**src/rtl/chacha_pkg.sv**
```systemverilog
// Shared definitions for the keystream sequencing slice: controller states and
// default geometry of one buffer fill.
package chacha_pkg;

  localparam int CTR_W_DEF            = 32;
  localparam int BYTES_PER_MATRIX_DEF = 64;
  localparam int NUM_MATRICES_DEF     = 2;

  typedef enum logic [2:0] {
    ST_IDLE      = 3'd0,
    ST_CLEAR     = 3'd1,
    ST_GEN       = 3'd2,
    ST_SER       = 3'd3,
    ST_WAIT_FULL = 3'd4,
    ST_HANDOFF   = 3'd5
  } seq_state_t;

endpackage

```
**src/rtl/seq_byte_counter.sv**
```systemverilog
// Counts serialised bytes of one state matrix; o_tc flags the final byte slot.
module seq_byte_counter #(
  parameter int BYTES = 64
) (
  input  logic clk,
  input  logic rst,
  input  logic i_clr,
  input  logic i_inc,
  output logic o_tc
);

  localparam int BW = (BYTES > 1) ? $clog2(BYTES) : 1;
  localparam logic [BW-1:0] LAST = BW'(BYTES - 1);

  logic [BW-1:0] r_cnt;

  always_ff @(posedge clk) begin
    if (rst || i_clr) begin
      r_cnt <= '0;
    end else if (i_inc) begin
      r_cnt <= (r_cnt == LAST) ? '0 : r_cnt + BW'(1);
    end
  end

  assign o_tc = (r_cnt == LAST);

endmodule

```
**src/rtl/keystream_seq_ctrl.sv**
```systemverilog
// Sequences ChaCha20 block generation, serialisation and buffer handoff for a
// run of num_fills buffers, each holding NUM_MATRICES state matrices.
module keystream_seq_ctrl
  import chacha_pkg::*;
#(
  parameter int NUM_MATRICES     = NUM_MATRICES_DEF,
  parameter int BYTES_PER_MATRIX = BYTES_PER_MATRIX_DEF,
  parameter int CTR_W            = CTR_W_DEF
) (
  input  logic             clk,
  input  logic             rst,
  input  logic             start,
  input  logic [CTR_W-1:0] init_ctr,
  input  logic [15:0]      num_fills,
  input  logic             abort,
  output logic             core_start,
  output logic [CTR_W-1:0] core_ctr,
  input  logic             core_done,
  output logic             ser_en,
  input  logic             ser_valid,
  output logic             concat_en,
  output logic             concat_rst,
  input  logic             concat_full,
  output logic             buf_valid,
  input  logic             buf_ready,
  output logic             busy,
  output logic             ctr_wrap_err
);

  localparam int MW = $clog2(NUM_MATRICES + 1);
  localparam logic [MW-1:0] MAT_LAST = MW'(NUM_MATRICES - 1);

  seq_state_t       r_state;
  logic [CTR_W-1:0] r_ctr;
  logic [15:0]      r_fills;
  logic [MW-1:0]    r_mcnt;
  logic             r_core_start;
  logic             r_ser_en;
  logic             r_concat_en;
  logic             r_concat_rst;
  logic             r_buf_valid;
  logic             r_wrap;

  logic w_in_ser;
  logic w_byte_tc;
  logic w_last_byte;

  assign w_in_ser    = (r_state == ST_SER);
  assign w_last_byte = w_in_ser && ser_valid && w_byte_tc;

  seq_byte_counter #(
    .BYTES(BYTES_PER_MATRIX)
  ) u_byte_cnt (
    .clk  (clk),
    .rst  (rst),
    .i_clr(!w_in_ser || abort),
    .i_inc(w_in_ser && ser_valid),
    .o_tc (w_byte_tc)
  );

  // Outputs are registered alongside the state they belong to, so every
  // enable/pulse is set on the edge that enters its state.
  always_ff @(posedge clk) begin
    if (rst) begin
      r_state      <= ST_IDLE;
      r_ctr        <= '0;
      r_fills      <= '0;
      r_mcnt       <= '0;
      r_wrap       <= 1'b0;
      r_core_start <= 1'b0;
      r_ser_en     <= 1'b0;
      r_concat_en  <= 1'b0;
      r_buf_valid  <= 1'b0;
      r_concat_rst <= 1'b1;
    end else begin
      r_core_start <= 1'b0;
      r_concat_rst <= 1'b0;
      if (abort && (r_state != ST_IDLE)) begin
        r_state      <= ST_IDLE;
        r_ser_en     <= 1'b0;
        r_concat_en  <= 1'b0;
        r_buf_valid  <= 1'b0;
        r_concat_rst <= 1'b1;
      end else begin
        case (r_state)
          ST_IDLE: begin
            if (start && !abort) begin
              r_ctr        <= init_ctr;
              r_fills      <= (num_fills == 16'd0) ? 16'd1 : num_fills;
              r_mcnt       <= '0;
              r_wrap       <= 1'b0;
              r_concat_rst <= 1'b1;
              r_state      <= ST_CLEAR;
            end
          end
          ST_CLEAR: begin
            r_core_start <= 1'b1;
            r_state      <= ST_GEN;
          end
          ST_GEN: begin
            if (core_done) begin
              r_ser_en    <= 1'b1;
              r_concat_en <= 1'b1;
              r_state     <= ST_SER;
            end
          end
          ST_SER: begin
            if (w_last_byte) begin
              r_ctr       <= r_ctr + CTR_W'(1);
              r_mcnt      <= r_mcnt + MW'(1);
              r_ser_en    <= 1'b0;
              r_concat_en <= 1'b0;
              if (r_ctr == '1) begin
                r_wrap  <= 1'b1;
                r_state <= ST_IDLE;
              end else if (r_mcnt != MAT_LAST) begin
                r_core_start <= 1'b1;
                r_state      <= ST_GEN;
              end else begin
                r_state <= ST_WAIT_FULL;
              end
            end
          end
          ST_WAIT_FULL: begin
            if (concat_full) begin
              r_buf_valid <= 1'b1;
              r_state     <= ST_HANDOFF;
            end
          end
          ST_HANDOFF: begin
            if (buf_ready) begin
              r_buf_valid <= 1'b0;
              r_fills     <= r_fills - 16'd1;
              if (r_fills == 16'd1) begin
                r_state <= ST_IDLE;
              end else begin
                r_mcnt       <= '0;
                r_concat_rst <= 1'b1;
                r_state      <= ST_CLEAR;
              end
            end
          end
          default: r_state <= ST_IDLE;
        endcase
      end
    end
  end

  assign core_start   = r_core_start;
  assign core_ctr     = r_ctr;
  assign ser_en       = r_ser_en;
  assign concat_en    = r_concat_en;
  assign concat_rst   = r_concat_rst;
  assign buf_valid    = r_buf_valid;
  assign busy         = (r_state != ST_IDLE);
  assign ctr_wrap_err = r_wrap;

endmodule

```
**config.mk**
```make
export PLATFORM = sky130hd
export DESIGN_NAME = keystream_seq_ctrl
export DESIGN_NICKNAME = d
export VERILOG_FILES = /design/src/rtl/chacha_pkg.sv /design/src/rtl/seq_byte_counter.sv /design/src/rtl/keystream_seq_ctrl.sv
export SDC_FILE = /design/constraint.sdc
export NUM_CORES = 1
export LEC_CHECK = 0
export CAP_MARGIN = 5
export CORE_MARGIN = 1.5
export CORE_UTILIZATION = 51
export DETAILED_ROUTE_END_ITERATION = 6
export GPL_TIMING_DRIVEN = 0
export PLACE_DENSITY = 0.81
export SLEW_MARGIN = 5
export SYNTH_ARGS = -nofsm -noshare
export SYNTH_HDL_FRONTEND = slang
export SYNTH_SLANG_ARGS = --single-unit
```
**constraint.sdc**
```tcl
create_clock -name clk -period 2.7 [get_ports clk]
set_clock_uncertainty 0.1 [all_clocks]
set_input_delay 0.675 -clock clk [delete_from_list [all_inputs] [get_ports clk]]
set_output_delay 0.675 -clock clk [all_outputs]
set_load 0.01 [all_outputs]
```
==> results of run 1 <==
## power by group
group | switching (W) | internal, W
clock | 0.000406 | 0.000544
sequential | 0.000151 | 0.00106
combinational | 0.000543 | 0.000481
## how the worst max path moves through the flow
stage / slack [ns] / end / depth (start not counted) / from
after floorplan: 0.38 / core_ctr[26] / 5 / abort
after global placement: -0.54 / core_ctr[25] / 7 / ser_valid
final: 0.1 / r_mcnt[0] / 6 / start
after CTS: 0.11 / r_mcnt[0] / 6 / start
after global routing: 0.005 / r_fills[10] / 6 / buf_ready
after detailed placement: -0.60 / core_ctr[25] / 7 / ser_valid
## state kept, by name (all words and copies together), names as in the netlist
name,flops
ctr_wrap_err,1
r_fills,16
concat_rst,1
core_start,1
concat_en,1
buf_valid,1
r_state,3
core_ctr,32
r_mcnt,2
u_byte_cnt.r_cnt,6
## worst max-delay path: stages
cell	delay (ns)
clkdlybuf4s50_1	0.54
or3b_1	0.36
a21o_1	0.18
a221o_1	0.35
or4_1	0.49
a21oi_1	0.16
## cell usage after synthesis, drive strengths merged (5+ instances only)
| master | n |
|---|---|
| and3 | 10 |
| a211oi | 7 |
| o211ai | 5 |
| nor4 | 13 |
| o22ai | 5 |
| inv | 13 |
| nor2 | 57 |
| nand3b | 5 |
| a31oi | 25 |
| nand2 | 56 |
| buf | 8 |
| ha | 5 |
| or4 | 10 |
| nand4 | 18 |
| o21a | 5 |
| and4 | 6 |
| o21ai | 25 |
| a21o | 5 |
| or3 | 10 |
| dfxtp | 64 |
| a21oi | 39 |
| nand3 | 23 |
| clkbuf | 30 |
| nor3 | 19 |
| o32ai | 6 |
## per-layer routing
layer  vias to the layer above  global-route usage  wire [um]
met5                         -                   0          0
met1                      2324               0.429       5980
met4                         0               0.102        338
li1                       2263                   -          -
met2                       310               0.552       6850
met3                        35              0.0788       1330
## final cells by class
class                   count  area (um2)  area share
clock buffers              11         141      0.0261
inverters                  14        52.6     0.00970
repair buffers             93         930       0.172
plain buffers              38         218      0.0402
multi-input cells         423        2590       0.477
clock inverters             5        80.1      0.0148
well taps                 102         128      0.0236
flip-flops and latches     64        1280       0.237
## stage by stage
| step | power [W] | instance area (um2) |
|---|---|---|
| 2_1_floorplan | 0.00178 | 4120 |
| 3_3_place_gp | 0.00220 | 5170 |
| 3_5_place_dp | 0.00222 | 5170 |
| 4_1_cts | 0.00315 | 5410 |
| 5_1_grt | 0.00331 | 5420 |
| 6_report | 0.00318 | 5420 |
## kinds of logic after synthesis
group	after synthesis
multiplexers	3
adder cells (fa/ha/maj)	5
XOR/XNOR	5
flip-flops	64
AO/OA/AOI/OAI	161
buffers and inverters	52
AND/OR/NAND/NOR	249
==> run metrics, run 1 <==
maximum clock rate=384 MHz; Syn Nets=600; setup_tns=0 ns; I/O Pins=95; postcts setup bufs=0; Initial Util=0.530; overall routing resource usage=0.334; Nets=704; Crit Path Max Fanout=4; Clock transition at path regs=0.07 ns; mux share of post-synthesis cell area=0.00729; number of global-route vias before repair=4,526; run status=finished, final reports clean; RD Place Congestion=0.924; share of cells above drive strength 1=0.0818; worst slew pin tran=1.23 ns; Leakage=1.85 nW; final hold violation count=0; Synth Flop Type=dfxtp_1; Synth area leader=dfxtp_1; Post-synth ARST share=0; ant diodes=0; count of state elements after synthesis=64; Compound-Gate Fraction of Synth Area=0.263; Critical Path Sink Type=register; Final Critical Period=2.60 ns; clk_lat worst skew=0.35 ns; DRC viols=0; hold wc startpoint=r_mcnt[1]; largest family of logic cells by synthesized area=simple AND/OR/NAND/NOR gates; Post-Syn Instances=539; placed cells=734; Place WS=-0.596 ns; Worst EP required=2.86 ns; CP Launch Type=input pin; WP data arrival=2.77 ns; most frequent cells in the layout=clkdlybuf4s50_1, dfxtp_1, nand2_1; H-tree levels=3; clk buf depth=2; Post-Synth Adder-Cell Area=0.0152; final wirelength=14,500 um; die area=8620 um2; layout filler cell count=679; Reg2Reg Depth=6; die width=92.8 um; largest net degree at the start of global routing=12; Reg2Reg Setup Slack=0.15 ns; Max VDD drop=0.297 mV; Post-CTS Resized=4; power density over the cells=587 nW/um2; YS warnings=0; leading post-synthesis cells by cell area=dfxtp_1, nand2_1, nor2_1; final core utilization=0.697; FF-to-FF Start=r_fills[0]; Distinct cells, synth=77; first-pass GRT wire length=22,800 um; Mean Syn Cell Area=7.64 um2; worst hold path endpoint=r_mcnt[1]; grt ovf=0; CTS tree=built; register area share after synthesis=0.311; Worst Hold Class=reg -> reg; fin crit share=0.965; Setup CP Type=in -> reg; most common cell after layout, fill and taps aside=clkdlybuf4s50_1; Synth Area in Simple Gates=0.328; Initial DRC Count=455; input/output buffers=93; RSZ-0062 raised after global routing=false; synthesized area=4120 um2; initial antenna violation count=0; post-synthesis xor/xnor area fraction=0.0106; Worst R2R End=r_fills[8]; top cell type's share of synthesized area=0.311; non-filler cells, final=750; hold path cells=2; final setup margin=0.0954 ns; final setup vio count=0; Detail Route Antenna Nets=0; Root Buffer=clkbuf_8; fin. max-slew vios=0; first-pass detailed-route iteration total=6; EDFF count, synth=0; WL/cell=19.3 um; CTS hold repair buffers=0; core area=7770 um2; CTS Sinks=64; Layout area overhead=31.6%; Die Y=92.8 um; Hold Slack=0.376 ns; row cnt=32; Inserted Clock Buffers=9; Max Cap Viol=0; Relative slew margins=0.180; DR vias/cell=6.58; DP Wirelength=10,300 um; Vias=4,932
Power figures use the tool's default switching activity.
==> run 2, diff against run 1 <==
- CORE_UTILIZATION: 51 -> 50
- GPL_ROUTABILITY_DRIVEN: unset -> 0
- PLACE_DENSITY: 0.81 -> 0.8
- clock period: 2.7 -> 2.45 ns (I/O delays scaled with it)
==> run 2 against run 1 <==
Net effect:
- critical path depth is 1 higher
- via count is 0.65% higher
- register-to-register slack lost 0.05 ns
- sequential cell count stayed put
- first-iteration DRC count increased by 9.2%
- sequential power increased by 9.9%
- non-clock buffer count up 2
- count of clock-buffer cells in the layout is the same
- largest cell class unchanged
==> run metrics, run 2 (synthesized netlist as in run 1, its figures left out) <==
Vias=4,964; Hold Slack=0.379 ns; fin crit share=0.967; row cnt=32; DP Wirelength=10,300 um; Inserted Clock Buffers=9; die width=93.7 um; first-pass GRT wire length=22,800 um; Initial Util=0.525; Clock transition at path regs=0.08 ns; maximum clock rate=422 MHz; CTS tree=built; Worst Hold Class=reg -> reg; WL/cell=19.2 um; Worst EP required=2.61 ns; Leakage=1.94 nW; most common cell after layout, fill and taps aside=clkdlybuf4s50_1; Max VDD drop=0.403 mV; WP data arrival=2.53 ns; CP bufs+invs=2; overall routing resource usage=0.331; Largest register FFs=32; initial antenna violation count=0; fin area=5500 um2; internal power=0.00230 W; sequential power share=0.378; fin. max-slew vios=0; Initial DRC Count=497; die area=8790 um2; placed cells=734; H-tree levels=3; Slowest-stage cell, CP=or4_1; power density over the cells=642 nW/um2; Final Critical Period=2.37 ns; I/O Pins=95; Root Buffer=clkbuf_8; final hold violation count=0; Max stage delay on crit path=0.52 ns; CP Launch Type=input pin; Detail Route Antenna Nets=0; Post-DP Area=5170 um2; CTS hold repair buffers=0; switch share=0.348; CTS Sinks=64; NetSw=0.00123 W; share of cells above drive strength 1=0.106; clk buf depth=2; run status=finished, final reports clean; Crit Path Max Fanout=6; grt ovf=0; final core utilization=0.701; crit path cell chain=clkdlybuf4s15_1 > nand4_4 > or4_1 > buf_2 > nor3_4 > a211oi_1 > a2111oi_2; Logic pwr share=0.322; Die Y=93.7 um; ant diodes=0; final setup vio count=0; most frequent cells in the layout=clkdlybuf4s50_1, dfxtp_1, nand2_1; Layout area overhead=33.6%; Nets=706; non-filler cells, final=752; worst slew pin tran=0.718 ns; Critical Path Sink Type=register; core area=7850 um2; final wirelength=14,400 um; number of global-route vias before repair=4,729; DRC viols=0; largest net degree at the start of global routing=12; first-pass detailed-route iteration total=5; input/output buffers=93; Clock power frac=0.300; Max Cap Viol=0; cell family with most CP delay=simple AND/OR/NAND/NOR gates; DR vias/cell=6.60; Relative slew margins=0.522; Setup CP Type=in -> reg; clk_lat worst skew=0.36 ns
[run 2: cell types whose count changed in the layout (fill, tap and decap cells not counted), moves of 2 or more]
cell | before | now
clkbuf_1 | 23 | 17
clkbuf_2 | 3 | 9
buf_4 | 1 | 3
clkdlybuf4s50_1 | 92 | 90
dfxtp_1 | 64 | 62
dfxtp_2 | 0 | 2
nor3_1 | 16 | 14
[run 2: power by group through the flow]
| stage | registers (W) | clock network (W) | logic (W) |
|---|---|---|---|
| CTS | 0.00132 | 0.00105 | 0.00111 |
| global placement | 0.00134 | 0 | 0.00108 |
| detailed placement | 0.00135 | 0 | 0.00110 |
| floorplan | 0.00135 | 0 | 0.000612 |
| global route | 0.00135 | 0.00110 | 0.00122 |
| finish | 0.00133 | 0.00106 | 0.00114 |
[run 2: layout make-up]
class	count	area, um2
clock buffer	11	141
tap	102	128
timing repair buffer	95	947
clock inverter	5	80.1
buffer	38	235
multi-input combinational	423	2630
sequential	64	1280
fill	678	2350
inverter	14	52.6
[run 2: worst reg2reg max path, cell delays in order (launching register included)]
cell	delay (ns)
dfxtp_1	0.36
ha_2	0.24
nand4_4	0.15
or4_1	0.53
buf_2	0.20
nor3_4	0.26
a211oi_1	0.13
a2111oi_2	0.29
[run 2: metrics by stage]
stage / setup TNS (ns) / total power [W] / setup WS (ns)
floorplan: 0 / 0.00196 / 0.191
global placement: -20.40 / 0.00242 / -0.730
detailed placement: -25.32 / 0.00244 / -0.900
CTS: 0 / 0.00348 / 0.0160
global route: -0.00629 / 0.00366 / -0.00629
finish: 0 / 0.00353 / 0.0801
[run 2: layer usage]
metal | GRT usage | routed length, um | part of all wire | up-vias
li1 | - | - | - | 2271
met1 | 0.424 | 5800 | 0.40 | 2304
met2 | 0.521 | 6690 | 0.46 | 333
met3 | 0.0922 | 1540 | 0.11 | 56
met4 | 0.138 | 411 | 0.028 | 0
met5 | 0 | 0 | 0 | -
[run 2: repair_timing]
| item | in CTS | in global routing |
|---|---|---|
| pin swaps | 1 | 1 |
| setup endpoints to repair | 34 | 35 |
| buffers inserted | 1 | 1 |
| gates cloned | 0 | 0 |
| resized for setup | 9 | 29 |
[run 2: worst paths after layout]
kind / from / endpoint / slack [ns] / cells after the start
worst max register to register: u_byte_cnt.r_cnt[1] / core_ctr[10] / 0.10 / 7
worst max-delay path: ser_valid / core_ctr[10] / 0.08 / 7
worst min-delay path: r_fills[11] / r_fills[11] / 0.38 / 2
worst min register to register: r_fills[11] / r_fills[11] / 0.38 / 2
==> run 3, diff against run 2 <==
- SYNTH_HIERARCHICAL: unset -> 1
- TNS_END_PERCENT: unset -> 30
==> run 3 against run 2 <==
Net effect:
- critical path depth is 1 lower
- via count is 1.6% lower
- synthesized cell count is 1.1% lower
- sequential cell count stayed put
- sequential power is 12% lower
- power is 24% lower
- critical path type unchanged
- critical endpoint is now core_ctr[24]
- highest routed layer unchanged
==> run metrics, run 3 <==
core area=7810 um2; Max VDD drop=0.342 mV; first-pass GRT wire length=22,000 um; final setup margin=0.0344 ns; overall routing resource usage=0.320; WL/cell=18.6 um; Post-synth ARST share=0; hold path cells=1; synth cell count leaders=dfxtp_1, nand2_1, nor2_1, o21ai_0, a21oi_1; CP Launch Type=input pin; Crit Path Max Fanout=10; power density over the cells=498 nW/um2; Mean Syn Cell Area=7.63 um2; Distinct cells, synth=75; CTS tree=built; setup_tns=0 ns; Largest register FFs=32; worst hold path endpoint=r_mcnt[0]; grt met2 use=0.520; row cnt=32; run status=finished, final reports clean; clk_lat worst skew=0.35 ns; layout filler cell count=665; Worst Hold Class=reg -> reg; clk buf depth=2; Clock transition at path regs=0.08 ns; maximum clock rate=414 MHz; placed cells=728; Die Y=93.2 um; M1 GR Usage=0.402; Initial Util=0.521; Tot Pwr=0.00270 W; Synth area leader=dfxtp_1; hold wc startpoint=r_mcnt[0]; ant diodes=0; Root Buffer=clkbuf_8; DRC viols=0; Vias=4,887; Max stage delay on crit path=0.55 ns; most common cell after layout, fill and taps aside=clkdlybuf4s50_1; Synth Flop Type=dfxtp_1; met3 usage=0.0585; Detail Route Antenna Nets=0; Slowest-stage cell, CP=clkdlybuf4s50_1; die width=93.2 um; final wirelength=13,900 um; Max Cap Viol=0; Relative slew margins=0.475; Syn Nets=594; Hold Slack=0.385 ns; Reg2Reg Depth=8; FF/Latch Area=1280 um2; DP Wirelength=9640 um; crit path cell chain=clkdlybuf4s50_1 > or2b_2 > o32ai_4 > clkbuf_2 > o21ai_0 > a32o_1; Critical Path Sink Type=register; most frequent cells in the layout=clkdlybuf4s50_1, dfxtp_1, nand2_1; fin. max-slew vios=0; CTS hold repair buffers=0; Post-Syn Instances=533; Reg2Reg Setup Slack=0.08 ns; top cell type's share of synthesized area=0.315; die area=8680 um2; synthesized area=4070 um2; CP bufs+invs=2; Inserted Clock Buffers=9; FF-to-FF Start=u_byte_cnt/r_cnt[1]; H-tree levels=3; count of state elements after synthesis=64; Worst R2R End=core_ctr[22]; I/O Pins=95; layer with the highest usage=met2; Worst EP required=2.60 ns; DR vias/cell=6.54; cell family with most CP delay=buffers and inverters; Nets=701; largest net degree at the start of global routing=13; worst slew pin tran=0.784 ns; WP data arrival=2.57 ns; leading post-synthesis cells by cell area=dfxtp_1, o21ai_0, a21oi_1; Setup CP Type=in -> reg; share of cells above drive strength 1=0.109; EDFF count, synth=0; grt ovf=0; initial antenna violation count=0; number of global-route vias before repair=4,587; Place WS=-0.496 ns; CTS Sinks=64; input/output buffers=93; Final Critical Period=2.42 ns; first-pass detailed-route iteration total=5; area of the multi-input gates=2580 um2; fin crit share=0.986; YS warnings=6; non-filler cells, final=747; Layout area overhead=33.2%; register area share after synthesis=0.315; Initial DRC Count=444; final setup vio count=0; Leakage=1.95 nW; count leader, synth=dfxtp_1; final hold violation count=0
run 3: changes by cell type in the layout (fill, tap and decap cells not counted), sizes merged, moves of 4 or more:
cell and change:
o21ai +19, inv -4, nor3 +8, a211oi +9, nor2 -11, and2 +9, nand2 -8, or4 -8
and3 +4, a31oi -14, o31ai +5
run 3: cells by family (layout without fill, tap and decap cells):
kind of cell             after synthesis  in the layout  share of synthesized area
flip-flops                            64             64                      0.315
adder cells (fa/ha/maj)                5              5                     0.0154
XOR/XNOR                               3              3                    0.00646
AND/OR/NAND/NOR                      241            241                      0.324
multiplexers                           2              2                    0.00523
buffers and inverters                 47            159                     0.0594
AO/OA/AOI/OAI                        171            171                      0.274
run 3: final cells by class:
type,instances,share of cell area
Clock buffer,11,0.0280
Sequential cell,64,0.237
Clock inverter,5,0.0102
Timing Repair Buffer,98,0.179
Multi-Input combinational cell,422,0.476
Inverter,9,0.00624
Tap cell,102,0.0236
Buffer,36,0.0397
run 3: repair_timing:
action / 4_1_cts / 5_1_grt
hold endpoints to repair: 0 / 0
gates resized for setup: 6 / 17
pin swaps: 0 / 2
setup endpoints to repair: 33 / 34
buffers inserted: 0 / 5
run 3: worst max-delay path by stage:
stage	start	end	slack, ns	depth (start not counted)
after detailed placement	start	core_ctr[24]	-0.50	6
after global placement	start	core_ctr[6]	-0.46	7
after global routing	u_byte_cnt/r_cnt[2]	core_ctr[22]	-0.002	7
after CTS	start	core_ctr[6]	-0.009	7
after floorplan	abort	core_ctr[6]	0.29	7
final	start	core_ctr[24]	0.03	6
run 3: routing by layer:
layer	share of wire	up-vias	wire length [um]
met5	0	-	0
met4	0.034	0	469
met3	0.087	44	1210
met2	0.47	292	6480
met1	0.41	2314	5750
li1	-	2237	-
run 3: where the power goes:
part	internal (W)	total, W	switching, W
registers	0.00110	0.00117	0.0000779
clock network	0.000522	0.000971	0.000449
logic	0.000280	0.000551	0.000272
run 3: metrics by stage:
step | area [um2] | utilization
floorplan | 4070 | -
global placement | 5120 | 0.656
detailed placement | 5120 | 0.656
CTS | 5340 | 0.684
global route | 5420 | 0.694
finish | 5420 | 0.694
